`config.mk`:
```
export PLATFORM = sky130hd
export DESIGN_NAME = free_list
export DESIGN_NICKNAME = d
export VERILOG_FILES = /design/src/rtl/parameter_pkg.sv /design/src/rtl/popcount2.sv /design/src/rtl/free_list.sv
export SDC_FILE = /design/constraint.sdc
export NUM_CORES = 1
export LEC_CHECK = 0
export BUFFER_PORTS_ARGS = -buffer_cell sky130_fd_sc_hd__buf_2
export CORE_UTILIZATION = 50
export CTS_CLUSTER_SIZE = 20
export DETAILED_ROUTE_END_ITERATION = 6
export HOLD_SLACK_MARGIN = 0.12
export PLACE_DENSITY = 0.66
export SYNTH_ARGS = -nofsm -noshare
export SYNTH_HDL_FRONTEND = slang
export SYNTH_HIERARCHICAL = 1
export SYNTH_SLANG_ARGS = --single-unit
```
`constraint.sdc`:
```
create_clock -name clk -period 4.36 [get_ports clk]
set_input_delay 0.218 -clock clk [delete_from_list [all_inputs] [get_ports clk]]
set_output_delay 0.218 -clock clk [all_outputs]
set_load 0.05 [all_outputs]
```
`src/rtl/parameter_pkg.sv`:
```
// Shared sizing constants for the rename-stage physical register free list.
//   ARCH_REGS : architectural registers, mapped to p0..p(ARCH_REGS-1) at reset
//   PHY_REGS  : total physical registers
//   PHY_WIDTH : width of a physical register ID
//   DEPTH     : free-list entries (PHY_REGS - ARCH_REGS), power of two
//   IDX_WIDTH : width of a free-list pointer
//   CNT_WIDTH : width of the free-entry counter (holds 0..DEPTH)
package parameter_pkg;

  localparam int ARCH_REGS = 32;
  localparam int PHY_REGS  = 64;
  localparam int PHY_WIDTH = 6;
  localparam int DEPTH     = PHY_REGS - ARCH_REGS;
  localparam int IDX_WIDTH = $clog2(DEPTH);
  localparam int CNT_WIDTH = IDX_WIDTH + 1;

endpackage

```
`src/rtl/popcount2.sv`:
```
// Two-bit population count, shared by the allocation and release paths.
//   in_i    : two request/valid bits
//   count_o : number of bits set (0..2)
module popcount2 (
  input  logic [1:0] in_i,
  output logic [1:0] count_o
);

  assign count_o = {1'b0, in_i[0]} + {1'b0, in_i[1]};

endmodule

```
`src/rtl/free_list.sv`:
```
// Physical register free list for a 2-wide rename stage. A circular FIFO of
// free physical register IDs: rename pops from head, ROB commit pushes
// released registers at tail. A separate committed head lets a flush restore
// the speculative head in one cycle.
//   clk, rst             : clock, synchronous active-high reset
//   free_list_valid      : allocation request per rename slot
//   rd_phy_new_0/1       : registers granted to slots 0/1 (combinational)
//   alloc_ready          : at least two entries free
//   commit_valid         : release per commit slot
//   commit_phy_old_0/1   : registers released by commit slots 0/1
//   flush                : squash all speculative allocations
//   free_count           : number of free entries
//   overflow_err         : sticky, a release arrived while the list was full
module free_list #(
  parameter int ARCH_REGS = parameter_pkg::ARCH_REGS,
  parameter int PHY_REGS  = parameter_pkg::PHY_REGS,
  parameter int PHY_WIDTH = parameter_pkg::PHY_WIDTH,
  parameter int DEPTH     = PHY_REGS - ARCH_REGS
) (
  input  logic                       clk,
  input  logic                       rst,
  input  logic [1:0]                 free_list_valid,
  output logic [PHY_WIDTH-1:0]       rd_phy_new_0,
  output logic [PHY_WIDTH-1:0]       rd_phy_new_1,
  output logic                       alloc_ready,
  input  logic [1:0]                 commit_valid,
  input  logic [PHY_WIDTH-1:0]       commit_phy_old_0,
  input  logic [PHY_WIDTH-1:0]       commit_phy_old_1,
  input  logic                       flush,
  output logic [$clog2(DEPTH):0]     free_count,
  output logic                       overflow_err
);

  localparam int IDX_W = $clog2(DEPTH);
  localparam int CNT_W = IDX_W + 1;
  localparam logic [CNT_W-1:0] FULL = CNT_W'(DEPTH);

  logic [PHY_WIDTH-1:0] fifo_q [DEPTH];
  logic [PHY_WIDTH-1:0] fifo_d [DEPTH];
  logic [IDX_W-1:0]     head_q, head_d;
  logic [IDX_W-1:0]     commit_head_q, commit_head_d;
  logic [IDX_W-1:0]     tail_q, tail_d;
  logic [CNT_W-1:0]     count_q, count_d;
  logic                 overflow_q, overflow_d;

  logic [1:0]           alloc_req;
  logic [1:0]           alloc;
  logic [1:0]           rel;
  logic                 acc0, acc1;
  logic                 dropped;
  logic [IDX_W-1:0]     wr_idx_1;

  popcount2 u_pop_alloc (
    .in_i    (free_list_valid),
    .count_o (alloc_req)
  );

  // Releases are accepted only while the list has room; slot 1 also has to
  // account for slot 0 having just taken a free spot.
  assign acc0 = commit_valid[0] && (count_q < FULL);
  assign acc1 = commit_valid[1] && ((count_q + CNT_W'(acc0)) < FULL);
  assign dropped = (commit_valid[0] && !acc0) || (commit_valid[1] && !acc1);

  popcount2 u_pop_rel (
    .in_i    ({acc1, acc0}),
    .count_o (rel)
  );

  assign alloc_ready  = (count_q >= CNT_W'(2));
  assign free_count   = count_q;
  assign overflow_err = overflow_q;

  // Slot 1 only takes the next entry when slot 0 is also allocating.
  assign rd_phy_new_0 = fifo_q[head_q];
  assign rd_phy_new_1 = fifo_q[head_q + IDX_W'(free_list_valid[0])];

  // Requests are ignored while stalled, and a flush cycle never allocates.
  assign alloc    = (alloc_ready && !flush) ? alloc_req : 2'd0;
  assign wr_idx_1 = tail_q + IDX_W'(acc0);

  // Next-state: releases push at tail in slot order, allocations pop at head.
  // A flush rewinds head to the committed head (including this cycle's
  // commits) and restores the full count, since the committed state always
  // holds exactly DEPTH free registers.
  always_comb begin
    fifo_d        = fifo_q;
    head_d        = head_q + IDX_W'(alloc);
    commit_head_d = commit_head_q + IDX_W'(rel);
    tail_d        = tail_q + IDX_W'(rel);
    count_d       = count_q + CNT_W'(rel) - CNT_W'(alloc);
    overflow_d    = overflow_q | dropped;
    if (acc0) begin
      fifo_d[tail_q] = commit_phy_old_0;
    end
    if (acc1) begin
      fifo_d[wr_idx_1] = commit_phy_old_1;
    end
    if (flush) begin
      head_d  = commit_head_q + IDX_W'(rel);
      count_d = FULL;
    end
  end

  // State registers; reset reloads the list with the registers just above
  // the architectural mappings.
  always_ff @(posedge clk) begin
    if (rst) begin
      for (int i = 0; i < DEPTH; i++) begin
        fifo_q[i] <= PHY_WIDTH'(ARCH_REGS + i);
      end
      head_q        <= '0;
      commit_head_q <= '0;
      tail_q        <= '0;
      count_q       <= FULL;
      overflow_q    <= 1'b0;
    end else begin
      fifo_q        <= fifo_d;
      head_q        <= head_d;
      commit_head_q <= commit_head_d;
      tail_q        <= tail_d;
      count_q       <= count_d;
      overflow_q    <= overflow_d;
    end
  end

endmodule

```
==> key figures <==
Critical path
  – Reg2Reg Depth: 13
  – CP startpoint kind: register
  – Crit Path Max Fanout: 35
  – WP data required: 4.14 ns
  – Worst R2R End: free_count[5]
  – Critical Path AT: 3.50 ns
  – Crit path capture: rd_phy_new_1[4]
  – CP Launch Point: head_q[0]
  – Setup CP Type: register to output pin
  – Worst R2R Start: free_count[3]
  – Worst setup EP type: output pin
  – FF-to-FF setup slack: 1.06 ns

Synthesis
  – Ys Warns: 6
  – Ys async rst share: 0
  – Synth top area cells: dfxtp_1 (29%), mux2i_1 (14%), mux2_2 (12%)
  – Post-Syn Nets: 1,512
  – Yosys top cell area share: 0.2891
  – Post-Syn Instances: 1,466
  – Synth Flop Type: dfxtp_1
  – EDFF count, synth: 0
  – Yosys cell types: 75
  – Most common library cells after synthesis: dfxtp_1 (214), mux2i_1 (210), mux2_2 (152)
  – Mapped Area: 0.01482 mm^2
  – Count leader, synth: dfxtp_1
  – Avg Inst Size Synth: 10.11 um^2
  – Flops & latches, synth: 214
  – Register area share after synthesis: 0.2891
  – Leading area contributor after synthesis: dfxtp_1

Clock network
  – CTS tree: yes
  – CTS root buf: clkbuf_16
  – Clock latency on the worst-skew pair: 0.54 ns
  – Setup bufs post-CTS: 0
  – Post-CTS sizing: 0
  – H-tree Lvls: 1
  – Clock sink count: 214
  – Num CTS Buffers: 25
  – CTS Hold Bufs: 3
  – Worst-path clk slew: 0.06 ns
  – Clock tree buffer depth: 3

Global route
  – Tot GR Track Use: 0.3102
  – Grt ovf: 0
  – Initial antenna violation count: 1
  – Pin count of the biggest net entering global routing: 74
  – Vias in the first global route: 11,780
  – First-pass GRT wire length: 71.77 mm

Die
  – Core area: 0.02894 mm^2
  – Die area: 0.03033 mm^2
  – DIE WIDTH: 174.2 um
  – Initial Util: 0.5122
  – # IOs: 39
  – Die height: 174.2 um
  – Rows: 62

Placed design
  – Routability cong.: 0.9276
  – Port-buffer cells: 38
  – Placed cells: 1,783
  – HPWL Detailed: 31.81 mm
  – Pre-CTS WS: 1.062 ns
  – Placed inst area: 0.01500 mm^2

Cells and area
  – Area grow syn2layout: 6.746%
  – Finished Cell Area: 0.01582 mm^2
  – Number of nets in the layout: 1,475
  – Layout cell share with drive strength beyond 1: 0.2824
  – Reg area: 0.004289 mm^2
  – Final core utilization: 0.5467
  – Antenna Diode Count: 0
  – Area occupied by multi-input gates: 0.009737 mm^2
  – Final std cells w/o fill: 1,829
  – Fillers: 2,570

Flow run
  – Max cap viols: 0

Route
  – TritonRoute pass-1 iters: 5
  – Via count: 11,960
  – Drt drc: 0
  – 1st-iter DRT viols: 1,318
  – Routed Antenna Nets: 0
  – Vias per cell: 6.539
  – Total wire length: 47.24 mm
  – Drt wl/cell: 25.83 um

Hold path
  – Worst Min Path Start: commit_phy_old_1[0]
  – Hold Crit Class: input port to register
  – Hold Path Depth: 3

Power
  – Max IR drop VDD: 341.9 uV
  – Total Power: 5.584 mW
  – P_leak: 6.133 nW
  – PD cells: 353.0 mW/mm^2

STA
  – Final setup skew: 0.01508 ns
  – Max-slew violation count: 0
  – Least-Margin Pin Slew: 1.144 ns
  – Post-route clock period utilization: 0.8527
  – Post-layout min period: 3.718 ns
  – Setup TNS: 0 ns
  – Hold slack: 0.2042 ns
  – Final setup vio count: 0
  – Worst slew margin: 0.2344
  – Hold Vio Cnt, Final: 0
  – Worst setup margin: 0.6421 ns
  – Fmax: 0.2690 GHz
  – RSZ-0062 raised after global routing: no

Run status
  – Outcome: completed
## layout make-up
type                    count  share of cell area
clock buffers              35             0.04508
clock inverters             8            0.004666
inverters                  23            0.005457
multi-input cells        1100              0.6155
flip-flops and latches    214              0.2711
well taps                 384             0.03037
repair buffers             65             0.02784
## logic make-up after synthesis
logic type                 after synthesis  synth area share
and+or+nand+nor                        460            0.1597
buffers and inverters                  152           0.05580
AOI/OAI and AO/OA                      148           0.07455
xor gates and xnor gates                13          0.008190
muxes                                  452            0.3873
adders and majority gates               27           0.02533
DFF                                    214            0.2891
## how the worst min path moves through the flow
stage	to	slack (ns)
2_1_floorplan	overflow_err	0.38
3_3_place_gp	overflow_err	0.46
3_5_place_dp	overflow_err	0.47
4_1_cts	fifo_q[89]	0.18
5_1_grt	fifo_q[83]	0.20
6_report	fifo_q[168]	0.20
## flip-flops by register name, indices dropped and copies added, names as in the netlist
register and cells:
commit_head_q 5, overflow_err 1, fifo_q 192, tail_q 5, free_count 6, head_q 5
## per-layer routing
metal	up-vias	share of wire	global-route usage	routed length, um
met5	-	0	0	0
met4	0	0.041	0.1235	1952
met3	122	0.086	0.05184	4068
met2	608	0.46	0.4960	21600
met1	5902	0.42	0.4168	19620
li1	5328	-	-	-
## where the power goes
part / total (mW) / internal, mW / switching [mW]
Combinational: 1.46 / 0.553 / 0.906
Clock: 2.06 / 1.19 / 0.869
Sequential: 2.06 / 2.00 / 0.0629
## worst max-delay path, stage by stage, from the launching register on
cell and delay [ns]:
dfxtp_4 0.36, ha_4 0.18, ha_2 0.57, buf_12 0.30, mux4_2 0.29, nand2_1 0.07, a32o_1 0.31, a221oi_1 0.48
buf_2 0.38
## placed cells by master (no fill, tap or decap), types with 6 or more instances in the layout
| cell | Yosys | routed |
|---|---|---|
| ha_1 | 22 | 20 |
| xnor2_1 | 9 | 9 |
| mux4_2 | 67 | 67 |
| nand2_2 | 15 | 15 |
| nor2b_1 | 10 | 10 |
| nand3_1 | 52 | 52 |
| mux2_2 | 152 | 152 |
| nor2_2 | 7 | 10 |
| a221oi_1 | 7 | 7 |
| and2_1 | 7 | 7 |
| clkbuf_16 | 0 | 25 |
| a21oi_1 | 41 | 41 |
| inv_1 | 22 | 21 |
| a32o_1 | 6 | 6 |
| mux2i_1 | 210 | 210 |
| nand3_2 | 9 | 9 |
| mux2_1 | 12 | 12 |
| nor3_1 | 53 | 52 |
| nand3b_2 | 9 | 9 |
| dfxtp_1 | 214 | 212 |
| nand2_1 | 144 | 144 |
| buf_4 | 19 | 22 |
| mux4_1 | 6 | 6 |
| a22oi_1 | 13 | 13 |
| a311oi_1 | 29 | 29 |
| o21ai_0 | 21 | 21 |
| nor2_1 | 117 | 114 |
| buf_2 | 23 | 37 |
Power figures use the tool's default switching activity.
